<file path="src/rtl/seg7_pkg.sv">
`default_nettype none
// ============================================================================
//  Module      : seg7_pkg
//  Description : Shared seven-segment constants (active-low cathode patterns
//                and the blanking code shared with the upstream blink stage).
//  Revision    : 1.0  initial release
// ============================================================================
package seg7_pkg;

  localparam int NUM_DIGITS = 4;

  // Active-low {g,f,e,d,c,b,a} patterns for numerals 0-9
  localparam logic [6:0] SEG_DIGIT [0:9] = '{
    7'h40, 7'h79, 7'h24, 7'h30, 7'h19,
    7'h12, 7'h02, 7'h78, 7'h00, 7'h10
  };

  localparam logic [6:0] SEG_BLANK  = 7'h7F;  // all cathodes off
  localparam logic [6:0] SEG_DASH   = 7'h3F;  // segment g only
  localparam logic [3:0] CODE_BLANK = 4'd10;  // blink-stage blanking code

endpackage
`default_nettype wire

</file>
<file path="src/rtl/seg7_decode.sv">
`default_nettype none
// ============================================================================
//  Module      : seg7_decode
//  Description : Combinational 4-bit code to active-low segment decoder.
//                0-9 numerals, 10 blank, 11-15 dash.
//  Revision    : 1.0  initial release
// ============================================================================
module seg7_decode
  import seg7_pkg::*;
(
  input  logic [3:0] code,
  output logic [6:0] seg
);

  // Dash by default; blank and numerals override
  always_comb begin
    seg = SEG_DASH;
    if (code == CODE_BLANK) begin
      seg = SEG_BLANK;
    end
    for (int i = 0; i < 10; i++) begin
      if (code == 4'(i)) begin
        seg = SEG_DIGIT[i];
      end
    end
  end

endmodule
`default_nettype wire

</file>
<file path="src/rtl/seg7_scan_driver.sv">
`default_nettype none
// ============================================================================
//  Module      : seg7_scan_driver
//  Description : Time-multiplexes four digit codes onto a common-anode 4-digit
//                seven-segment display. Digits are snapshotted once per frame,
//                and each slot begins with an all-anodes-off ghost guard.
//  Revision    : 1.0  initial release
// ============================================================================
module seg7_scan_driver
  import seg7_pkg::*;
#(
  parameter int SCAN_DIV     = 50_000,  // cycles per digit slot, >= 2
  parameter int BLANK_CYCLES = 500      // guard cycles per slot, < SCAN_DIV
) (
  input  logic       uclock,
  input  logic       reset,
  input  logic [3:0] pnum0,
  input  logic [3:0] pnum1,
  input  logic [3:0] pnum2,
  input  logic [3:0] pnum3,
  input  logic [3:0] dp_mask,
  output logic [3:0] an,
  output logic [6:0] seg,
  output logic       dp,
  output logic       frame_tick
);

  localparam int              CNT_W      = (SCAN_DIV > 1) ? $clog2(SCAN_DIV) : 1;
  localparam logic [CNT_W-1:0] c_cnt_last = CNT_W'(SCAN_DIV - 1);
  localparam logic [CNT_W-1:0] c_blank    = CNT_W'(BLANK_CYCLES);

  logic [CNT_W-1:0] r_cnt;
  logic [1:0]       r_idx;
  logic [3:0][3:0]  r_snap;
  logic [3:0]       r_snap_dp;

  logic [CNT_W-1:0] w_cnt_next;
  logic [1:0]       w_idx_next;
  logic             w_wrap;
  logic             w_snap_edge;
  logic [3:0][3:0]  w_snap_next;
  logic [3:0]       w_snap_dp_next;
  logic [3:0]       w_code;
  logic [6:0]       w_seg_dec;
  logic             w_drive;

  // Next slot position and next snapshot. Outputs are computed from these
  // so the registered pins always match the current (cnt, idx) pair.
  always_comb begin
    w_wrap         = (r_cnt == c_cnt_last);
    w_cnt_next     = w_wrap ? '0 : r_cnt + 1'b1;
    w_idx_next     = w_wrap ? r_idx + 2'd1 : r_idx;
    w_snap_edge    = w_wrap && (r_idx == 2'd3);
    w_snap_next    = w_snap_edge ? {pnum3, pnum2, pnum1, pnum0} : r_snap;
    w_snap_dp_next = w_snap_edge ? dp_mask : r_snap_dp;
    w_code         = w_snap_next[w_idx_next];
    w_drive        = (w_cnt_next >= c_blank);
  end

  seg7_decode u_decode (
    .code (w_code),
    .seg  (w_seg_dec)
  );

  // Slot counters, frame snapshot and registered display pins
  always_ff @(posedge uclock or posedge reset) begin
    if (reset) begin
      r_cnt      <= '0;
      r_idx      <= 2'd0;
      r_snap     <= {NUM_DIGITS{CODE_BLANK}};
      r_snap_dp  <= 4'b0000;
      an         <= 4'b1111;
      seg        <= SEG_BLANK;
      dp         <= 1'b1;
      frame_tick <= 1'b0;
    end else begin
      r_cnt      <= w_cnt_next;
      r_idx      <= w_idx_next;
      r_snap     <= w_snap_next;
      r_snap_dp  <= w_snap_dp_next;
      frame_tick <= w_snap_edge;
      if (w_drive) begin
        an  <= ~(4'b0001 << w_idx_next);
        seg <= w_seg_dec;
        dp  <= ~w_snap_dp_next[w_idx_next];
      end else begin
        an  <= 4'b1111;
        seg <= SEG_BLANK;
        dp  <= 1'b1;
      end
    end
  end

endmodule
`default_nettype wire
</file>
<file path="config.mk">
export PLATFORM = sky130hd
export DESIGN_NAME = seg7_scan_driver
export DESIGN_NICKNAME = d
export VERILOG_FILES = /design/src/rtl/seg7_pkg.sv /design/src/rtl/seg7_decode.sv /design/src/rtl/seg7_scan_driver.sv
export SDC_FILE = /design/constraint.sdc
export NUM_CORES = 1
export LEC_CHECK = 0
export BUFFER_PORTS_ARGS = -buffer_cell sky130_fd_sc_hd__buf_2
export CORE_MARGIN = 4
export CORE_UTILIZATION = 35
export DETAILED_ROUTE_END_ITERATION = 10
export PLACE_DENSITY = 0.51
export SYNTH_ARGS = -nofsm -noshare
export SYNTH_HDL_FRONTEND = slang
export SYNTH_HIERARCHICAL = 1
export SYNTH_SLANG_ARGS = --single-unit
</file>
<file path="constraint.sdc">
create_clock -name uclock -period 4.35 [get_ports uclock]
set_input_delay 0.87 -clock uclock [delete_from_list [all_inputs] [get_ports uclock]]
set_output_delay 0.87 -clock uclock [all_outputs]
set_load 0.02 [all_outputs]
</file>
==> impl_metrics.json, run 1 <==
{
  "finalSetupViolCount": 0,
  "muxShareOfSynthArea_pct": 14.4,
  "postRouteAntennaNets": 0,
  "first_pass_iters": 4,
  "dp_hpwl_um": 3630,
  "skew_ns": 0.00695,
  "insertion_delay_ns": 0.30,
  "boundaryPins": 35,
  "synth_compound_area_share_pct": 5.91,
  "cp-start-kind": "flip-flop",
  "synth-edff-count": 0,
  "track_usage_pct": 12.4,
  "endpoint_kind": "flip-flop",
  "grt_pass1_vias": 1688,
  "design.die.area_sq_mm": 0.00875,
  "grt_pass1_wl_um": 8510,
  "irDropWorstVdd_uv": 121,
  "post_cts_buffers": 0,
  "synth_top_family_by_area": "simple AND/OR/NAND/NOR gates",
  "syn-num-nets": 239,
  "nFillCells": 682,
  "cap_violations": 0,
  "gr-total-overflow": 0,
  "antenna_cells": 0,
  "synth-seq-area-share_pct": 50.8,
  "first_iter_violations": 69,
  "yosys.area_share.simple_pct": 17.9,
  "drive_above_1_share_pct": 38.5,
  "yosys_warnings": 6,
  "route.detailed.drc": 0,
  "gp_congestion": 0.758,
  "area_growth_pct": 13.2,
  "cts_resized": 0,
  "synth.cell_area_sq_mm": 0.00256,
  "ys_async_sr_fraction_pct": 100,
  "critical_path_class": "flip-flop to flip-flop",
  "post_drt_wl_per_cell_um": 14.9,
  "post_synth_fa_ha_maj_area_fraction_pct": 0.978,
  "finalHoldViolCount": 0,
  "final_cell_mix": "34 x buf_2, 31 x dfrtp_1, 20 x mux2_2, 20 x dfstp_2",
  "yosysUniqueCellTypes": 51,
  "critical_path.max_fanout": 15,
  "finalCriticalPeriod_ns": 3.66,
  "die_w_um": 93.5,
  "rsz0062_at_grt": "false",
  "fin_crit_sh_pct": 84.1,
  "status": "complete, no violations",
  "final_common_cell": "buf_2",
  "synth_seq_cells": 51,
  "p_total_mw": 0.775,
  "hold_path_class": "flip-flop to flip-flop",
  "clock-sinks": 51,
  "row_count": 30,
  "initial_utilization_pct": 36.9,
  "power_density_mw_per_mm2": 267,
  "holdBufCountCts": 0,
  "io_buffers": 34,
  "tightest_slew_ns": 0.943,
  "worstPathRequired_ns": 4.57,
  "antenna_found_initial": 0,
  "h-tree-depth": 2,
  "fp.dieH_um": 93.5,
  "leakage_nw": 1.37,
  "fmax_ghz": 0.273,
  "tns_ns": 0,
  "clk_pin_slew_ns": 0.09,
  "cts_tree": "yes",
  "clockRootBuffer": "clkbuf_8",
  "synth_xor_area_share_pct": 6.16,
  "viasPerCell": 4.97,
  "worstPathArrival_ns": 3.88,
  "reg2reg_depth": 10,
  "grt_start_max_net_pins": 29,
  "fp.coreArea_sq_mm": 0.00694,
  "slew_headroom_pct": 35.3,
  "syn_area_per_cell_sq_um": 11.9,
  "synth_flop_cell": "dfrtp_1",
  "fin_nets": 270,
  "hold_depth": 1,
  "synth_cells": 215,
  "numCtsBuffers": 5,
  "cts_buffer_depth": 2,
  "drt_wl_total_um": 5120,
  "slew_viol_final": 0,
  "num_vias": 1703
}
==> worst max-delay path, stage by stage (launching register included) <==
cell	delay, ns
dfrtp_1	0.45
nor4b_1	0.41
nand2_1	0.23
nor3_2	0.39
mux2i_2	0.25
buf_4	0.22
mux2i_1	0.09
mux2i_1	0.74
nand2b_1	0.11
a221o_1	0.31
or3_1	0.36
==> cells in the mapped netlist (2+ instances only) <==
library cell	instances	area (sq um)
nor4_1	3	18.8
nand3_1	9	45.0
mux2i_1	13	130
buf_2	5	25.0
o22a_1	2	17.5
a21boi_1	2	15.0
mux2_2	20	225
buf_4	2	15.0
dfrtp_1	31	776
xnor2_1	13	114
ha_1	2	25.0
buf_6	2	22.5
and2_1	2	12.5
nor3_1	5	25.0
inv_1	4	15.0
dfstp_2	20	526
or4b_1	3	30.0
nor2b_1	2	12.5
nand4b_1	2	17.5
or3_1	9	56.3
o21a_1	4	30.0
xor2_1	5	43.8
a211o_1	2	17.5
clkbuf_1	4	15.0
nand4_1	6	37.5
nand2_1	9	33.8
nor2_1	10	37.5
==> kinds of logic after synthesis <==
group	Yosys count
muxes	34
buffers and inverters	18
and+or+nand+nor	73
DFF	51
AOI/OAI and AO/OA	19
adders and majority gates	2
xor gates and xnor gates	18
==> sequential cells by signal, indices dropped and copies added (netlist names) <==
signal and count:
an 4, dp 1, frame_tick 1, r_cnt 16, r_idx 2, r_snap 16
r_snap_dp 4, seg 7
==> worst paths after layout <==
kind                            startpoint  slack [ns]          to
worst min-delay path             r_snap[4]        0.50   r_snap[4]
worst max-delay path             r_cnt[12]        0.69      seg[5]
min in group asynchronous            reset        0.59  frame_tick
worst max register to register   r_cnt[12]        0.69      seg[5]
worst min register to register   r_snap[4]        0.50   r_snap[4]
max in group asynchronous            reset        2.97   r_snap[1]
==> layer usage <==
layer,vias to the layer above,global-route usage (%),part of all wire [%]
li1,832,-,-
met3,2,3.14,3.8
met1,841,17.9,52
met5,-,0,0
met4,0,3.66,0.68
met2,28,18.2,43
==> per-stage QoR <==
stage,utilization [%],instance area [sq um],worst slack [ns],cells,hold WS [ns]
after floorplan,-,2560,1.03,215,0.463
after global placement,40.4,2810,0.833,335,0.485
after CTS,41.7,2900,0.689,343,0.511
after global routing,41.7,2900,0.474,343,0.525
final,41.7,2900,0.691,343,0.504
after detailed placement,40.4,2810,0.718,335,0.488
==> cell type report <==
class	count	area [sq um]	share of cell area (%)
flip-flops and latches	51	1300	44.9
multi-input cells	146	1170	40.4
repair buffers	38	200	6.91
well taps	96	120	4.14
clock buffers	7	86.3	2.98
inverters	4	15.0	0.518
clock inverters	1	5.00	0.173
==> power breakdown <==
part	total, mW	internal [mW]	switching [mW]
clock network	0.281	0.129	0.152
logic	0.0188	0.00728	0.0115
registers	0.475	0.475	0
(Power assumes the default switching activity.)
==> run 2, diff against run 1 <==
- PLACE_DENSITY: 0.51 -> 0.53
- clock period: 4.35 -> 3.1 ns (I/O delays scaled with it)
==> run 2 against run 1 <==
Net effect: clock power up 53%; critical path type unchanged; die area stayed put; count of clock-buffer cells in the layout is the same; hold slack worse by 0.15 ns; largest power group unchanged; highest routed layer unchanged; first-iteration DRC count down 46%.
==> impl_metrics.json, run 2 (synthesis results as in run 1) <==
{
  "status": "complete, no violations",
  "gr-total-overflow": 0,
  "first_iter_violations": 37,
  "grt_pass1_wl_um": 9030,
  "clockRootBuffer": "clkbuf_8",
  "drt_wl_total_um": 5530,
  "holdBufCountCts": 0,
  "final_cell_mix": "41 x buf_4, 34 x buf_2, 31 x dfrtp_1",
  "finalSetupViolCount": 0,
  "fp.coreArea_sq_mm": 0.00694,
  "power_density_mw_per_mm2": 335,
  "route.detailed.drc": 0,
  "slew_viol_final": 0,
  "clk_pin_slew_ns": 0.10,
  "area_growth_pct": 31.0,
  "clock-sinks": 51,
  "cts_buffer_depth": 2,
  "row_count": 30,
  "hold_path_class": "input pin to asynchronous set/reset pin",
  "num_vias": 1874,
  "design.die.area_sq_mm": 0.00875,
  "h-tree-depth": 2,
  "seqCellArea_sq_mm": 0.00130,
  "post_drt_wl_per_cell_um": 14.4,
  "die_w_um": 93.5,
  "tightest_slew_ns": 0.563,
  "dp_hpwl_um": 4020,
  "dr_wl_met3_um": 205,
  "grt_pass1_vias": 1846,
  "fmax_ghz": 0.332,
  "numCtsBuffers": 5,
  "critical_path_class": "flip-flop to flip-flop",
  "fp.dieH_um": 93.5,
  "met2_wirelength_um": 2380,
  "slew_headroom_pct": 62.4,
  "viasPerCell": 4.88,
  "hold_slack_ns": 0.357,
  "wl_met1_um": 2890,
  "worstPathArrival_ns": 3.27,
  "finalCriticalPeriod_ns": 3.01,
  "endpoint_kind": "flip-flop",
  "track_usage_pct": 13.2,
  "insertion_delay_ns": 0.31,
  "initial_utilization_pct": 36.9,
  "first_pass_iters": 4,
  "critical_path.max_fanout": 6,
  "leakage_nw": 1.55,
  "irDropWorstVdd_uv": 171,
  "cp-start-kind": "flip-flop",
  "multi_input_area_sq_mm": 0.00128,
  "fin_nets": 311,
  "worstPathRequired_ns": 3.35,
  "cap_violations": 0,
  "postRouteAntennaNets": 0,
  "fin_crit_sh_pct": 97.1,
  "boundaryPins": 35,
  "io_buffers": 34,
  "final_common_cell": "buf_4",
  "skew_ns": 0.00978,
  "finalHoldViolCount": 0,
  "rsz0062_at_grt": "true",
  "grt_start_max_net_pins": 28,
  "reg_top3": "r_cnt x16, r_snap x16, seg x7",
  "antenna_cells": 0,
  "final_util_pct": 48.3,
  "drive_above_1_share_pct": 51.0,
  "p_total_mw": 1.12,
  "antenna_found_initial": 0,
  "cts_tree": "yes",
  "top_layer_used": "met4",
  "nFillCells": 636,
  "gp_congestion": 0.752
}
## run 2: timing repair
action / 4_1_cts / 5_1_grt
pin swaps: 0 / 3
gates resized for setup: 1 / 16
setup endpoints to repair: 7 / 7
gates cloned: 0 / 1
buffers inserted: 1 / 4
## run 2: metrics by stage
stage                     setup TNS [ns]  cell area, sq um  std cells  worst slack [ns]
after floorplan                        0              2570        215            0.0109
after global placement                 0              3080        370          0.000596
after detailed placement          -0.198              3080        370           -0.0530
after CTS                        -0.0139              3190        379           -0.0139
after global routing              -0.307              3350        384           -0.0699
final                                  0              3350        384            0.0884
## run 2: final timing paths
kind,slack [ns],startpoint,depth (start not counted),to
max,0.09,r_cnt[0],13,seg[3]
min,0.36,reset,2,r_snap[12]
max reg2reg,0.09,r_cnt[0],13,seg[3]
min reg2reg,0.51,r_snap[2],1,r_snap[2]
max in group asynchronous,2.06,reset,3,r_snap[3]
min in group uclock,0.51,r_snap[2],1,r_snap[2]
## run 2: layer usage
layer / up-vias / GRT usage (%)
met3: 6 / 3.46
met2: 32 / 19.4
met1: 912 / 18.8
met4: 0 / 4.15
li1: 924 / -
met5: - / 0
## run 2: critical path, stage by stage (launching register included)
cell,delay [ns]
dfrtp_1,0.36
ha_1,0.18
buf_4,0.13
nand4_1,0.14
nor3_2,0.27
buf_4,0.17
buf_12,0.11
mux2_2,0.35
mux2i_2,0.21
mux2i_4,0.16
buf_12,0.17
or4b_4,0.53
nand4_1,0.08
or3_1,0.11
## run 2: final cells by class
class | instances | area share, %
clock buffer | 7 | 2.87
clock inverter | 1 | 0.224
sequential | 51 | 38.8
tap | 96 | 3.58
timing repair buffer | 78 | 15.8
multi-input combinational | 147 | 38.3
inverter | 4 | 0.448
## run 2: power by group
| part | internal, mW | switching [mW] |
|---|---|---|
| Combinational | 0.0111 | 0.0169 |
| Clock | 0.204 | 0.227 |
| Sequential | 0.666 | 0 |
| Total | 0.881 | 0.243 |
==> run 3, diff against run 2 <==
- REMOVE_ABC_BUFFERS: unset -> 1
==> run 3 against run 2 <==
Net effect: register-to-register slack better by 0.04 ns; non-clock buffer count down 6; clock power down 2%; flip-flop and latch count unchanged; worst setup slack better by 0.042 ns; maximum frequency up 1.4%; sequential share of layout area up 1.4 points; count of clock-buffer cells in the layout up 1; hold slack better by 0.15 ns; die area unchanged; power down 0.85%; combinational power down 5%; critical path type unchanged; largest power group unchanged.
==> impl_metrics.json, run 3 (synthesis results as in run 1) <==
{
  "finalHoldViolCount": 0,
  "insertion_delay_ns": 0.30,
  "worstPathRequired_ns": 3.33,
  "track_usage_pct": 12.8,
  "gr-total-overflow": 0,
  "clk_pin_slew_ns": 0.09,
  "status": "complete, no violations",
  "design.die.area_sq_mm": 0.00875,
  "multi_input_area_sq_mm": 0.00123,
  "cap_violations": 0,
  "num_vias": 1819,
  "pre_cts_ws_ns": -0.128,
  "critical_path_class": "flip-flop to flip-flop",
  "first_iter_violations": 109,
  "clockRootBuffer": "clkbuf_8",
  "cts_tree": "yes",
  "critical_path.max_fanout": 11,
  "power_density_mw_per_mm2": 345,
  "fin_crit_sh_pct": 95.8,
  "grt_start_max_net_pins": 47,
  "clock-sinks": 51,
  "fp.coreArea_sq_mm": 0.00694,
  "irDropWorstVdd_uv": 164,
  "io_buffers": 34,
  "grt_pass1_vias": 1743,
  "hold_path_class": "flip-flop to flip-flop",
  "cp_slowest_stage_delay_ns": 0.41,
  "final_cell_mix": "35 x buf_2, 35 x buf_4, 31 x dfrtp_1",
  "postRouteAntennaNets": 0,
  "dp.cells": 365,
  "hold_slack_ns": 0.512,
  "row_count": 30,
  "first_pass_iters": 4,
  "reg_top3": "r_cnt x16, r_snap x16, seg x7",
  "leakage_nw": 1.53,
  "final_util_pct": 46.6,
  "reg2reg_depth": 11,
  "finalCriticalPeriod_ns": 2.97,
  "area_growth_pct": 26.3,
  "dp_hpwl_um": 3850,
  "worstPathArrival_ns": 3.20,
  "viasPerCell": 4.82,
  "h-tree-depth": 2,
  "endpoint_kind": "flip-flop",
  "boundaryPins": 35,
  "route.detailed.drc": 0,
  "final_cell_area_sq_mm": 0.00323,
  "tns_ns": 0,
  "grt_pass1_wl_um": 8800,
  "p_total_mw": 1.11,
  "final_cells": 377,
  "gp_congestion": 0.777,
  "die_w_um": 93.5,
  "finalSetupViolCount": 0,
  "setup_slack_ns": 0.130,
  "skew_ns": 0.00482,
  "post_drt_wl_per_cell_um": 14.4,
  "antenna_found_initial": 0,
  "seqCellArea_sq_mm": 0.00130,
  "numCtsBuffers": 5,
  "cts_buffer_depth": 2,
  "tightest_slew_ns": 0.944,
  "initial_utilization_pct": 36.9,
  "cp-start-kind": "flip-flop",
  "drive_above_1_share_pct": 49.1,
  "crit_chain": "nor4b_2 > nand2_2 > nor3_2 > buf_6 > buf_4 > mux2_2 > mux2i_2 > mux2i_4 > nand2b_1 > a221o_1 > or3_1",
  "hold_depth": 1,
  "drt_wl_total_um": 5420,
  "antenna_cells": 0,
  "nFillCells": 642,
  "fmax_ghz": 0.337,
  "slew_viol_final": 0,
  "crit_slowest_cell": "dfrtp_1",
  "fin_nets": 304,
  "slew_headroom_pct": 37.0,
  "fp.dieH_um": 93.5,
  "dpl-instance-area_sq_mm": 0.00303
}
-- run 3: cell count changes in the layout (fill, tap and decap cells not counted), sizes merged --
cell	delta
buf	-6
clkbuf	+1
clkinvlp	-1
mux2i	-1
-- run 3: routing by layer --
layer	part of all wire [%]	vias to the layer above	wire length, um	global-route usage, %
met4	1.1	0	57	3.30
met5	0	-	0	0
met2	46	33	2500	18.2
met1	49	876	2660	19.5
met3	3.6	6	194	2.49
li1	-	904	-	-
-- run 3: worst paths after layout --
check,startpoint,end,slack [ns]
max,r_cnt[10],seg[5],0.13
min,r_snap[14],r_snap[14],0.51
min reg2reg,r_snap[14],r_snap[14],0.51
max in group asynchronous,reset,an[1],1.84
max reg2reg,r_cnt[10],seg[5],0.13
min in group asynchronous,reset,r_cnt[11],0.53
-- run 3: cell type report --
class                      count  area share, %
timing repair buffer          72           14.2
clock buffer                   8           3.13
sequential                    51           40.2
multi-input combinational    146           38.2
inverter                       4          0.464
tap                           96           3.72
-- run 3: critical path: cells and delay by family, from the launching register on --
family	cells	cell delay, ns
compound gates	1	0.30
buf+inv	2	0.27
flops	1	0.41
mux	3	0.72
simple gates	5	1.20
-- run 3: report_power, final --
part	total [mW]	internal [mW]	leakage [nW]	switching (mW)
clock	0.422	0.209	0.0506	0.213
combinational	0.0265	0.0102	0.853	0.0163
sequential	0.666	0.666	0.628	0
total	1.11	0.886	1.53	0.229
-- run 3: timing repair --
action,CTS,global route
buffers inserted,0,3
endpoints found under the hold margin,0,0
hold buffers,0,0
cloned,0,1
endpoints found under the setup margin,7,7
pin swaps,0,4
gates resized for setup,4,11
